[src/rtl/seq_detect_param.sv]
// Parameterised serial pattern detector: the state is the KMP match depth, and y is a registered Moore flag.
// Define SEQ_DETECT_CNT_EN to build the saturating match counter behind match_cnt.
module seq_detect_param #(
  parameter int             N       = 4,
  parameter logic [N-1:0]   PATTERN = 4'b1001,
  parameter int             OVERLAP = 1,
  parameter int             CNT_W   = 8
) (
  input  logic             clk,
  input  logic             reset,
  input  logic             din,
  input  logic             din_vld,
  output logic             y,
  output logic [CNT_W-1:0] match_cnt
);

  localparam int SW = $clog2(N + 1);
  localparam logic [SW-1:0] FULL = SW'(N);

  // Next depth after bit b at depth k: the longest prefix of PATTERN that is a suffix of (prefix k, b).
  function automatic int kmpNext(input int k, input logic b);
    int   best;
    int   idx;
    logic ok;
    logic sb;
    if (k == N && OVERLAP == 0) begin
      return (b == PATTERN[N-1]) ? 1 : 0;
    end
    best = 0;
    for (int len = 1; len <= N; len++) begin
      if (len <= k + 1) begin
        ok = 1'b1;
        for (int j = 0; j < len; j++) begin
          idx = k + 1 - len + j;
          if (idx == k) sb = b;
          else          sb = PATTERN[N-1-idx];
          if (sb != PATTERN[N-1-j]) ok = 1'b0;
        end
        if (ok) best = len;
      end
    end
    return best;
  endfunction

  logic [SW-1:0] nxt0 [N+1];
  logic [SW-1:0] nxt1 [N+1];

  for (genvar g = 0; g <= N; g++) begin : g_tbl
    localparam int NXT0 = kmpNext(g, 1'b0);
    localparam int NXT1 = kmpNext(g, 1'b1);
    assign nxt0[g] = SW'(NXT0);
    assign nxt1[g] = SW'(NXT1);
  end

  logic [SW-1:0] depth_q, depth_d;
  logic          y_q;

  always_comb begin
    depth_d = depth_q;
    if (depth_q > FULL) begin
      depth_d = '0;
    end else if (din_vld) begin
      for (int k = 0; k <= N; k++) begin
        if (depth_q == SW'(k)) depth_d = din ? nxt1[k] : nxt0[k];
      end
    end
  end

  always_ff @(posedge clk) begin
    if (reset) begin
      depth_q <= '0;
      y_q     <= 1'b0;
    end else begin
      depth_q <= depth_d;
      y_q     <= (depth_d == FULL);
    end
  end

  assign y = y_q;

`ifdef SEQ_DETECT_CNT_EN
  logic [CNT_W-1:0] cnt_q, cnt_d;

  // Every accepted bit that lands in depth N is a completed match, including N -> N overlaps.
  always_comb begin
    cnt_d = cnt_q;
    if (din_vld && (depth_q <= FULL) && (depth_d == FULL) && (cnt_q != '1)) begin
      cnt_d = cnt_q + 1'b1;
    end
  end

  always_ff @(posedge clk) begin
    if (reset) cnt_q <= '0;
    else       cnt_q <= cnt_d;
  end

  assign match_cnt = cnt_q;
`else
  assign match_cnt = '0;
`endif

endmodule

[config.mk]
export PLATFORM = sky130hd
export DESIGN_NAME = seq_detect_param
export DESIGN_NICKNAME = d
export VERILOG_FILES = /design/src/rtl/seq_detect_param.sv
export SDC_FILE = /design/constraint.sdc
export NUM_CORES = 1
export LEC_CHECK = 0
export ABC_AREA = 1
export CAP_MARGIN = 20
export CELL_PAD_IN_SITES_DETAIL_PLACEMENT = 1
export CELL_PAD_IN_SITES_GLOBAL_PLACEMENT = 2
export CORE_MARGIN = 2
export CORE_UTILIZATION = 19
export DETAILED_ROUTE_END_ITERATION = 16
export MAX_ROUTING_LAYER = met4
export PLACE_DENSITY_LB_ADDON = 0.08
export SETUP_SLACK_MARGIN = 0.15
export SLEW_MARGIN = 20
export SYNTH_ARGS = -nofsm -noshare
export SYNTH_HDL_FRONTEND = slang
export SYNTH_SLANG_ARGS = --single-unit
[constraint.sdc]
create_clock -name clk -period 2.3 [get_ports clk]
set_input_delay 0.575 -clock clk [delete_from_list [all_inputs] [get_ports clk]]
set_output_delay 0.575 -clock clk [all_outputs]
set_load 0.02 [all_outputs]
### Word-level counts from Yosys, hierarchy flattened

Cells that the tools add are included.

| cells by class | value |
|---|---|
| $add $sub $neg | 0 |
| multiply operators | 0 |
| div/mod/pow operators | 0 |
| $lt $le $gt $ge | 1 |
| eq/ne operators | 5 |
| shift operators | 0 |
| mux-type cells | 11 |
| bitwise logic cells | 0 |
| reductions and logical operators | 1 |

Operators by type and width:

| kind | count |
|---|---|
| two-way mux 3 bit | 8 |
| == test 3 x 2 -> 1 bit (second input constant) | 2 |
| == test 3 bit (second input constant) | 2 |
| two-way mux 2 bit | 2 |
| == test 3 x 1 -> 1 bit (second input constant) | 1 |
| greater-than comparator 3 bit (second input constant) | 1 |
| zero test 3 bit | 1 |
| two-way mux 1 bit | 1 |

| word-level totals | value |
|---|---|
| register bits after elaboration | 4 |
| latch bits | 0 |
| RAM bits | 0 |
| ROM bits | 0 |
| input bits | 4 |
| memories kept | 0 |

### Depth between registers and ports, before layout

Gate-level depths: netlist (run 1).

| depth | value |
|---|---|
| depth after elaboration | 9 |
| mapped depth | 7 |
| depth with buffers taken out | 7 |

### Worst setup path after synthesis (run 1)

OpenSTA, ideal clock, no wires.

| timing path | value |
|---|---|
| path type | input -> register |
| start point | in reset |
| end point | reg depth_q[2] |
| setup time | 78 ps |
| arrival time | 914 ps |
| required time | 2222 ps |
| path slack | 1309 ps |
| stages | 2 |
| buffers on the path | 0 |
| cell sequence | or2_1 -> nor3_1 |

RTL lines:

| what | RTL line | text |
|---|---|---|
| start: declaration | 10 | `input logic reset,` |
| end signal: assignment | 74 | `depth_q <= depth_d;` |
| end: declaration | 55 | `logic [SW-1:0] depth_q, depth_d;` |

### Worst setup path in the final report (run 1)

| timing path | value |
|---|---|
| start point | reg y_q, in the netlist y |
| end point | out y |

RTL lines:

| what | RTL line | text |
|---|---|---|
| start: declaration | 56 | `logic y_q;` |
| start signal: assignment | 75 | `y_q <= (depth_d == FULL);` |
| end: declaration | 13 | `output logic y,` |

No word-level cell between the ends.

==> metrics.txt, run 1 <==
length of the first detailed-routing pass in iterations=4; number of hold buffers added after CTS=0; final total power=0.187 mW; number of antenna violations at the first check in global routing=0; Peak supply drop=0.268 mV; number of max-cap violations=0; gate count of the mapped netlist=40; Register-to-Register Path Depth=4; clock net sink count=4; clock tree from TritonCTS=yes; gr ovfl total=0; Top Ports=13; worst stage delay on the critical path=0.59 ns; clock transition at the registers of the reported paths=0.04 ns; start point of the worst min-delay path=depth_q[0]$_SDFF_PP0_; Reg2Reg Setup Slack=1.26 ns; WP data required=1.73 ns; Worst Path Arrival=1.12 ns; Seq. cell area=80.1 um2; post-synthesis cell area=264 um2; Worst R2R Start=depth_q[1]$_SDFF_PP0_; CP Launch Type=flip-flop; Syn Area/Cell=6.60 um2; end point of the most critical hold path=depth_q[0]$_SDFF_PP0_; height of the die=41.3 um; fin cells=61; final count of pins violating max slew=0; number of standard-cell rows in the floorplan=13; type of the tightest min-delay check=flip-flop to flip-flop; area growth from synthesis to layout=18.0%; die width=41.3 um; drt initial violations=2; post-route clock skew=0.000382 ns; Inst Count DP=58; number of storage elements in the synthesis netlist=4; wire length of the first global-routing pass=779 um; post-route fraction of the period consumed by the critical path=73.7%; CTS Root Buffer Type=sky130_fd_sc_hd__clkbuf_4; area of the core=1300 um2; combined global-route utilization of all metal layers=7.53%; pin count of the biggest net entering global routing=6; Pwr Density=601 nW/um2; min cycle time layout=1.69 ns; number of nets with antenna violations after routing=0; count of input and output buffers=4; Via density=3.84; antenna cell count=0; placer's final routability congestion estimate=0.669; worst hold path cell count=2; highest achievable clock rate=590 MHz; cells traversed along the worst timing path=clkdlybuf4s50_1; fraction of final layout cells sized beyond drive strength 1=10.9%; Warnings, synthesis=0; estimated wirelength of the detail-placed design=434 um; Post-CTS Setup Inserts=0; Lkg Pwr=0.150 nW; sequential-to-total area share from yosys stat=30.3%; clock latency on the worst-skew pair=0.23 ns; run status=finished clean; Util after Layout=23.9%; number of different library cells in the post-synthesis netlist=13; net count of the finished layout=52; CTS resizes=0; effective utilization at floorplan=20.3%; Fin Setup TNS=0 ns; buffering stage count on the worst path with inverters included=1; nature of the critical path endpoint=output port; number of failing setup endpoints in the final timing report=0; worst flop-to-flop path endpoint=y$_SDFF_PP0_; WL per Instance=8.61 um; FILL cells=178; kind of critical path=flip-flop to output port; total area of multi-input combinational cells=135 um2; worst path setup slack after routing=0.605 ns; Post-route DRC=0; H-tree depth=1; cell area after placement=289 um2; worst hold slack=0.537 ns; largest driver fanout on the critical path=1; die area=1700 um2; wire length after detailed routing=525 um; via count of the first global-routing pass=200; total number of vias=234; final standard cell area without fillers=312 um2; RSZ-0062 raised after global routing=no; DP Worst Slack=0.674 ns; final hold vios=0; clock tree buffer depth=2; CTS Buf Count=3; kind of cell adding the most delay to the critical path=buffers and inverters; master of the slowest instance on the critical path=sky130_fd_sc_hd__clkdlybuf4s50_1
==> per-layer routing <==
| layer | up-vias | share of wire [%] | track usage, % |
|---|---|---|---|
| met2 | 12 | 45 | 11.7 |
| li1 | 122 | - | - |
| met3 | 0 | 7.8 | 6.52 |
| met4 | 0 | 0 | 0 |
| met1 | 100 | 47 | 7.69 |
| met5 | - | 0 | - |
==> power by group <==
part / switching [mW] / internal, mW / leakage (nW) / total (mW)
clock: 0.0287 / 0.0584 / 0.0138 / 0.0871
sequential: 0.00203 / 0.0712 / 0.0324 / 0.0733
combinational: 0.0189 / 0.00799 / 0.104 / 0.0269
total: 0.0497 / 0.138 / 0.150 / 0.187
==> synthesized netlist by cell type <==
cell	instances	share of area (%)
sky130_fd_sc_hd__a21oi_1	1	1.9
sky130_fd_sc_hd__o211ai_1	1	2.8
sky130_fd_sc_hd__buf_4	8	23
sky130_fd_sc_hd__nand3_1	2	3.8
sky130_fd_sc_hd__conb_1	1	1.4
sky130_fd_sc_hd__and3_2	1	2.8
sky130_fd_sc_hd__dfxtp_1	4	30
sky130_fd_sc_hd__nor2_2	1	2.4
sky130_fd_sc_hd__nor3_1	2	3.8
sky130_fd_sc_hd__inv_1	4	5.7
sky130_fd_sc_hd__or2_1	1	2.4
sky130_fd_sc_hd__nand2_1	11	16
sky130_fd_sc_hd__nor2_1	3	4.3
==> cells in the final DEF (no fill, tap or decap) <==
cell type / count
sky130_fd_sc_hd__and3_2: 1
sky130_fd_sc_hd__inv_1: 4
sky130_fd_sc_hd__nor3_1: 2
sky130_fd_sc_hd__nor2_1: 3
sky130_fd_sc_hd__nand2_1: 11
sky130_fd_sc_hd__dfxtp_1: 4
sky130_fd_sc_hd__conb_1: 8
sky130_fd_sc_hd__a21oi_1: 1
sky130_fd_sc_hd__o211ai_1: 1
sky130_fd_sc_hd__or2_1: 1
sky130_fd_sc_hd__clkbuf_4: 3
sky130_fd_sc_hd__clkdlybuf4s50_1: 4
sky130_fd_sc_hd__nor2_2: 1
sky130_fd_sc_hd__nand3_1: 2
==> area by class of cell <==
class / count / area share, %
timing repair buffer: 4 / 12.9
inverter: 4 / 4.82
clock buffer: 3 / 7.23
tap: 15 / 6.02
multi-input combinational: 31 / 43.4
sequential: 4 / 25.7
==> how the worst max path moves through the flow <==
stage,start,end,slack [ns],cells past startpoint
after floorplan,reset,depth_q[2]$_SDFF_PP0_,1.31,2
after global placement,din_vld,depth_q[1]$_SDFF_PP0_,0.72,7
after detailed placement,din_vld,depth_q[1]$_SDFF_PP0_,0.67,7
after CTS,y$_SDFF_PP0_,y,0.59,1
after global routing,y$_SDFF_PP0_,y,0.58,1
final,y$_SDFF_PP0_,y,0.61,1
==> cells by family after synthesis <==
| kind of cell | after synthesis | share of synthesized area [%] |
|---|---|---|
| AOI/OAI and AO/OA | 2 | 4.74 |
| buffers and inverters | 12 | 28.4 |
| DFF | 4 | 30.3 |
| other | 1 | 1.42 |
| and+or+nand+nor | 21 | 35.1 |
==> sequential cells by signal, summed over array words and instances (netlist names) <==
| name | cells |
|---|---|
| depth_q | 3 |
| y | 1 |
(Power assumes the default switching activity.)
==> inputs of run 2 (changes only) <==
- CORE_UTILIZATION: 19 -> 17
- clock period: 2.3 -> 1.8 ns (I/O delays scaled with it)
==> run 2 against run 1 <==
Critical path depth unchanged. Clock-buffer cell count unchanged. Clock skew is 0.0030 ns higher. Combinational power is 27% higher. Die area grew 11%. Cell count rose by 1.6%. Power rose by 26%. Design area rose by 0.40%. Sequential cell count is the same. Critical path type unchanged. Highest routed layer unchanged.
==> metrics.txt, run 2 (synthesis gave the netlist of run 1 again) <==
Worst Path Arrival=1.12 ns; Worst R2R Start=depth_q[1]$_SDFF_PP0_; height of the die=43.4 um; via count of the first global-routing pass=236; critical path endpoint=y; kind of critical path=flip-flop to output port; WL per Instance=8.58 um; leading cell type in the layout, fill and taps excluded=sky130_fd_sc_hd__nand2_1; worst path setup slack after routing=0.233 ns; FILL cells=191; CP Launch Type=flip-flop; CTS Buf Count=3; run status=finished clean; wire length of the first global-routing pass=924 um; Largest register FFs=3; type of the tightest min-delay check=flip-flop to flip-flop; clock transition at the registers of the reported paths=0.04 ns; WP data required=1.35 ns; drt initial violations=3; most frequent cells in the layout=sky130_fd_sc_hd__nand2_1, sky130_fd_sc_hd__conb_1, sky130_fd_sc_hd__inv_1, sky130_fd_sc_hd__dfxtp_1, sky130_fd_sc_hd__clkdlybuf4s50_1; number of antenna violations at the first check in global routing=0; Via density=3.73; wire length after detailed routing=532 um; effective utilization at floorplan=17.7%; Top Ports=13; area of the core=1490 um2; worst stage delay on the critical path=0.59 ns; die area=1880 um2; post-route clock skew=0.00342 ns; number of max-cap violations=0; Post-CTS Setup Inserts=0; worst flop-to-flop path endpoint=y$_SDFF_PP0_; Register-to-Register Path Depth=4; RSZ-0062 raised after global routing=no; Lkg Pwr=0.150 nW; register containing the most flip-flops in the final layout=depth_q; cell area after placement=290 um2; count of input and output buffers=4; area growth from synthesis to layout=18.5%; final hold vios=0; worst hold slack=0.540 ns; die width=43.4 um; Peak supply drop=0.169 mV; final total power=0.236 mW; clock latency on the worst-skew pair=0.23 ns; H-tree depth=1; largest driver fanout on the critical path=1; clock tree from TritonCTS=yes; highest achievable clock rate=638 MHz; post-route fraction of the period consumed by the critical path=87.1%; placer's final routability congestion estimate=0.582; number of standard-cell rows in the floorplan=14; fraction of final layout cells sized beyond drive strength 1=10.9%; Pwr Density=755 nW/um2; Post-route DRC=0; min cycle time layout=1.57 ns; DP Worst Slack=0.244 ns; number of hold buffers added after CTS=0; cells traversed along the worst timing path=clkdlybuf4s50_1; clock tree buffer depth=2; estimated wirelength of the detail-placed design=449 um; nature of the critical path endpoint=output port; Worst setup startpoint=y$_SDFF_PP0_; kind of cell adding the most delay to the critical path=buffers and inverters; buffering stage count on the worst path with inverters included=1; total number of vias=231; number of failing setup endpoints in the final timing report=0; number of nets with antenna violations after routing=0; master of the slowest instance on the critical path=sky130_fd_sc_hd__clkdlybuf4s50_1; final count of pins violating max slew=0; CTS Root Buffer Type=sky130_fd_sc_hd__clkbuf_4; cell depth of the worst setup path=1; Fin Setup TNS=0 ns; net count of the finished layout=52; Reg2Reg Setup Slack=0.74 ns; length of the first detailed-routing pass in iterations=4; combined global-route utilization of all metal layers=7.16%; pin count of the biggest net entering global routing=6; antenna cell count=0; CTS resizes=0; final standard cell area without fillers=313 um2; gr ovfl total=0; clock net sink count=4
-- run 2: layout make-up --
| class | instances | area [um2] | share of cell area [%] |
|---|---|---|---|
| sequential | 4 | 80.1 | 25.6 |
| inverter | 4 | 15.0 | 4.80 |
| clock buffer | 3 | 22.5 | 7.20 |
| multi-input combinational | 31 | 135 | 43.2 |
| timing repair buffer | 4 | 40.0 | 12.8 |
| tap | 16 | 20.0 | 6.40 |
-- run 2: per-layer routing --
| metal | global-route usage [%] | vias to the layer above | part of all wire (%) |
|---|---|---|---|
| li1 | - | 119 | - |
| met1 | 7.14 | 108 | 48 |
| met2 | 10.1 | 4 | 49 |
| met3 | 5.42 | 0 | 3.2 |
| met4 | 3.64 | 0 | 0 |
| met5 | - | - | 0 |
-- run 2: how the worst min path moves through the flow --
| stage | from | end | slack [ns] | cells past startpoint |
|---|---|---|---|---|
| after floorplan | depth_q[0]$_SDFF_PP0_ | depth_q[0]$_SDFF_PP0_ | 0.49 | 2 |
| after global placement | depth_q[0]$_SDFF_PP0_ | depth_q[0]$_SDFF_PP0_ | 0.54 | 2 |
| after detailed placement | depth_q[0]$_SDFF_PP0_ | depth_q[0]$_SDFF_PP0_ | 0.54 | 2 |
| after CTS | depth_q[0]$_SDFF_PP0_ | depth_q[0]$_SDFF_PP0_ | 0.54 | 2 |
| after global routing | depth_q[0]$_SDFF_PP0_ | depth_q[0]$_SDFF_PP0_ | 0.58 | 2 |
| final | depth_q[0]$_SDFF_PP0_ | depth_q[0]$_SDFF_PP0_ | 0.54 | 2 |
-- run 2: where the power goes --
group          switching, mW  internal (mW)
sequential           0.00277         0.0911
clock                 0.0337         0.0743
combinational         0.0240         0.0102
total                 0.0604          0.176
-- run 2: metrics by stage --
step                      utilization [%]  std cells
after floorplan                         -         47
after global placement               19.5         59
after detailed placement             19.5         59
after CTS                            21.0         62
after global routing                 21.0         62
final                                21.0         62
==> inputs of run 3 (changes only) <==
- CORE_MARGIN: 2 -> 10
- PLACE_DENSITY: unset -> 0.66
- PLACE_DENSITY_LB_ADDON: 0.08 -> unset
==> run 3 against run 2 <==
Global-route usage is 3.5 points lower. Sequential power about the same. Highest routed layer unchanged. Sequential cell count unchanged.
==> metrics.txt, run 3 (synthesis gave the netlist of run 1 again) <==
WP data required=1.35 ns; nature of the critical path endpoint=output port; number of nets with antenna violations after routing=0; FILL cells=196; Via density=3.63; gr ovfl total=0; CP Launch Type=flip-flop; effective utilization at floorplan=17.7%; clock tree from TritonCTS=yes; net count of the finished layout=52; Fin Setup TNS=0 ns; Lkg Pwr=0.150 nW; buffering stage count on the worst path with inverters included=1; Worst Path Arrival=1.12 ns; CTS Root Buffer Type=sky130_fd_sc_hd__clkbuf_4; highest achievable clock rate=638 MHz; worst hold slack=0.541 ns; number of max-cap violations=0; Largest register FFs=3; leading cell type in the layout, fill and taps excluded=sky130_fd_sc_hd__nand2_1; height of the die=59.4 um; relative contribution of the clock network to total power=45.7%; area growth from synthesis to layout=18.5%; cells traversed along the worst timing path=clkdlybuf4s50_1; CTS Buf Count=3; combinational share of power=14.5%; min cycle time layout=1.57 ns; DP Worst Slack=0.291 ns; post-route clock skew=0.00187 ns; combined global-route utilization of all metal layers=3.64%; worst path setup slack after routing=0.233 ns; post-route fraction of the period consumed by the critical path=87.1%; clock net sink count=4; number of antenna violations at the first check in global routing=0; final total power=0.235 mW; Post-route DRC=0; cell area after placement=290 um2; number of standard-cell rows in the floorplan=14; run status=finished clean; number of failing setup endpoints in the final timing report=0; drt initial violations=1; share of power burned in registers=39.8%; via count of the first global-routing pass=267; length of the first detailed-routing pass in iterations=2; area of the core=1490 um2; total area of multi-input combinational cells=135 um2; worst stage delay on the critical path=0.59 ns; clock tree buffer depth=2; clock transition at the registers of the reported paths=0.04 ns; RSZ-0062 raised after global routing=no; wire length of the first global-routing pass=966 um; type of the tightest min-delay check=flip-flop to flip-flop; kind of cell adding the most delay to the critical path=buffers and inverters; largest driver fanout on the critical path=1; Post-CTS Setup Inserts=0; die width=59.4 um; total number of vias=225; fraction of final layout cells sized beyond drive strength 1=10.9%; register containing the most flip-flops in the final layout=depth_q; pin count of the biggest net entering global routing=6; Top Ports=13; count of input and output buffers=4; final count of pins violating max slew=0; Seq. cell area=80.1 um2; Pwr Density=753 nW/um2; net switching power=0.0598 mW; clock latency on the worst-skew pair=0.23 ns; WL per Instance=9.10 um; H-tree depth=1; die area=3530 um2; master of the slowest instance on the critical path=sky130_fd_sc_hd__clkdlybuf4s50_1; antenna cell count=0; switching share of power=25.4%; Peak supply drop=0.230 mV; number of hold buffers added after CTS=0; wire length after detailed routing=564 um; CTS resizes=0; estimated wirelength of the detail-placed design=485 um; final hold vios=0; cell internal power dissipation=0.176 mW; final standard cell area without fillers=313 um2; kind of critical path=flip-flop to output port; most frequent cells in the layout=sky130_fd_sc_hd__nand2_1, sky130_fd_sc_hd__conb_1, sky130_fd_sc_hd__inv_1, sky130_fd_sc_hd__dfxtp_1, sky130_fd_sc_hd__clkdlybuf4s50_1; placer's final routability congestion estimate=0.654
==> run 3: cell counts in the layout (fill, tap and decap cells not counted) <==
No cell type changed its count.
==> run 3: per-stage QoR <==
stage | instances | utilization [%]
floorplan | 47 | -
global route | 62 | 21.0
global placement | 59 | 19.5
CTS | 62 | 21.0
detailed placement | 59 | 19.5
finish | 62 | 21.0
==> run 3: layer usage <==
layer | vias to the layer above | part of all wire [%] | global-route usage (%)
met5 | - | 0 | -
met2 | 7 | 44 | 5.35
met4 | 0 | 0 | 1.97
met3 | 0 | 9.2 | 2.36
met1 | 98 | 47 | 3.59
li1 | 120 | - | -
==> run 3: worst paths after layout <==
path / start / end / slack [ns] / depth (start not counted)
setup / recovery: y$_SDFF_PP0_ / y / 0.23 / 1
hold / removal: depth_q[0]$_SDFF_PP0_ / depth_q[0]$_SDFF_PP0_ / 0.54 / 2
setup reg to reg: depth_q[1]$_SDFF_PP0_ / y$_SDFF_PP0_ / 0.79 / 4
hold reg to reg: depth_q[0]$_SDFF_PP0_ / depth_q[0]$_SDFF_PP0_ / 0.54 / 2
==> run 3: power groups by stage <==
stage / Sequential, mW / Clock (mW) / Combinational, mW
2_1_floorplan: 0.0944 / 0 / 0.0367
3_3_place_gp: 0.0949 / 0 / 0.0339
3_5_place_dp: 0.0949 / 0 / 0.0335
4_1_cts: 0.0936 / 0.114 / 0.0337
5_1_grt: 0.0939 / 0.122 / 0.0387
6_report: 0.0937 / 0.108 / 0.0341
==> run 3: tightest hold or removal path: stages, from the launching register on <==
cell,delay [ns]
sky130_fd_sc_hd__dfxtp_1,0.34
sky130_fd_sc_hd__nand2_1,0.09
sky130_fd_sc_hd__a21oi_1,0.06
==> run 3: final cells by class <==
class                           instances  area share, %
Multi-Input combinational cell         31           43.2
Clock buffer                            3           7.20
Tap cell                               16           6.40
Sequential cell                         4           25.6
Inverter                                4           4.80
Timing Repair Buffer                    4           12.8
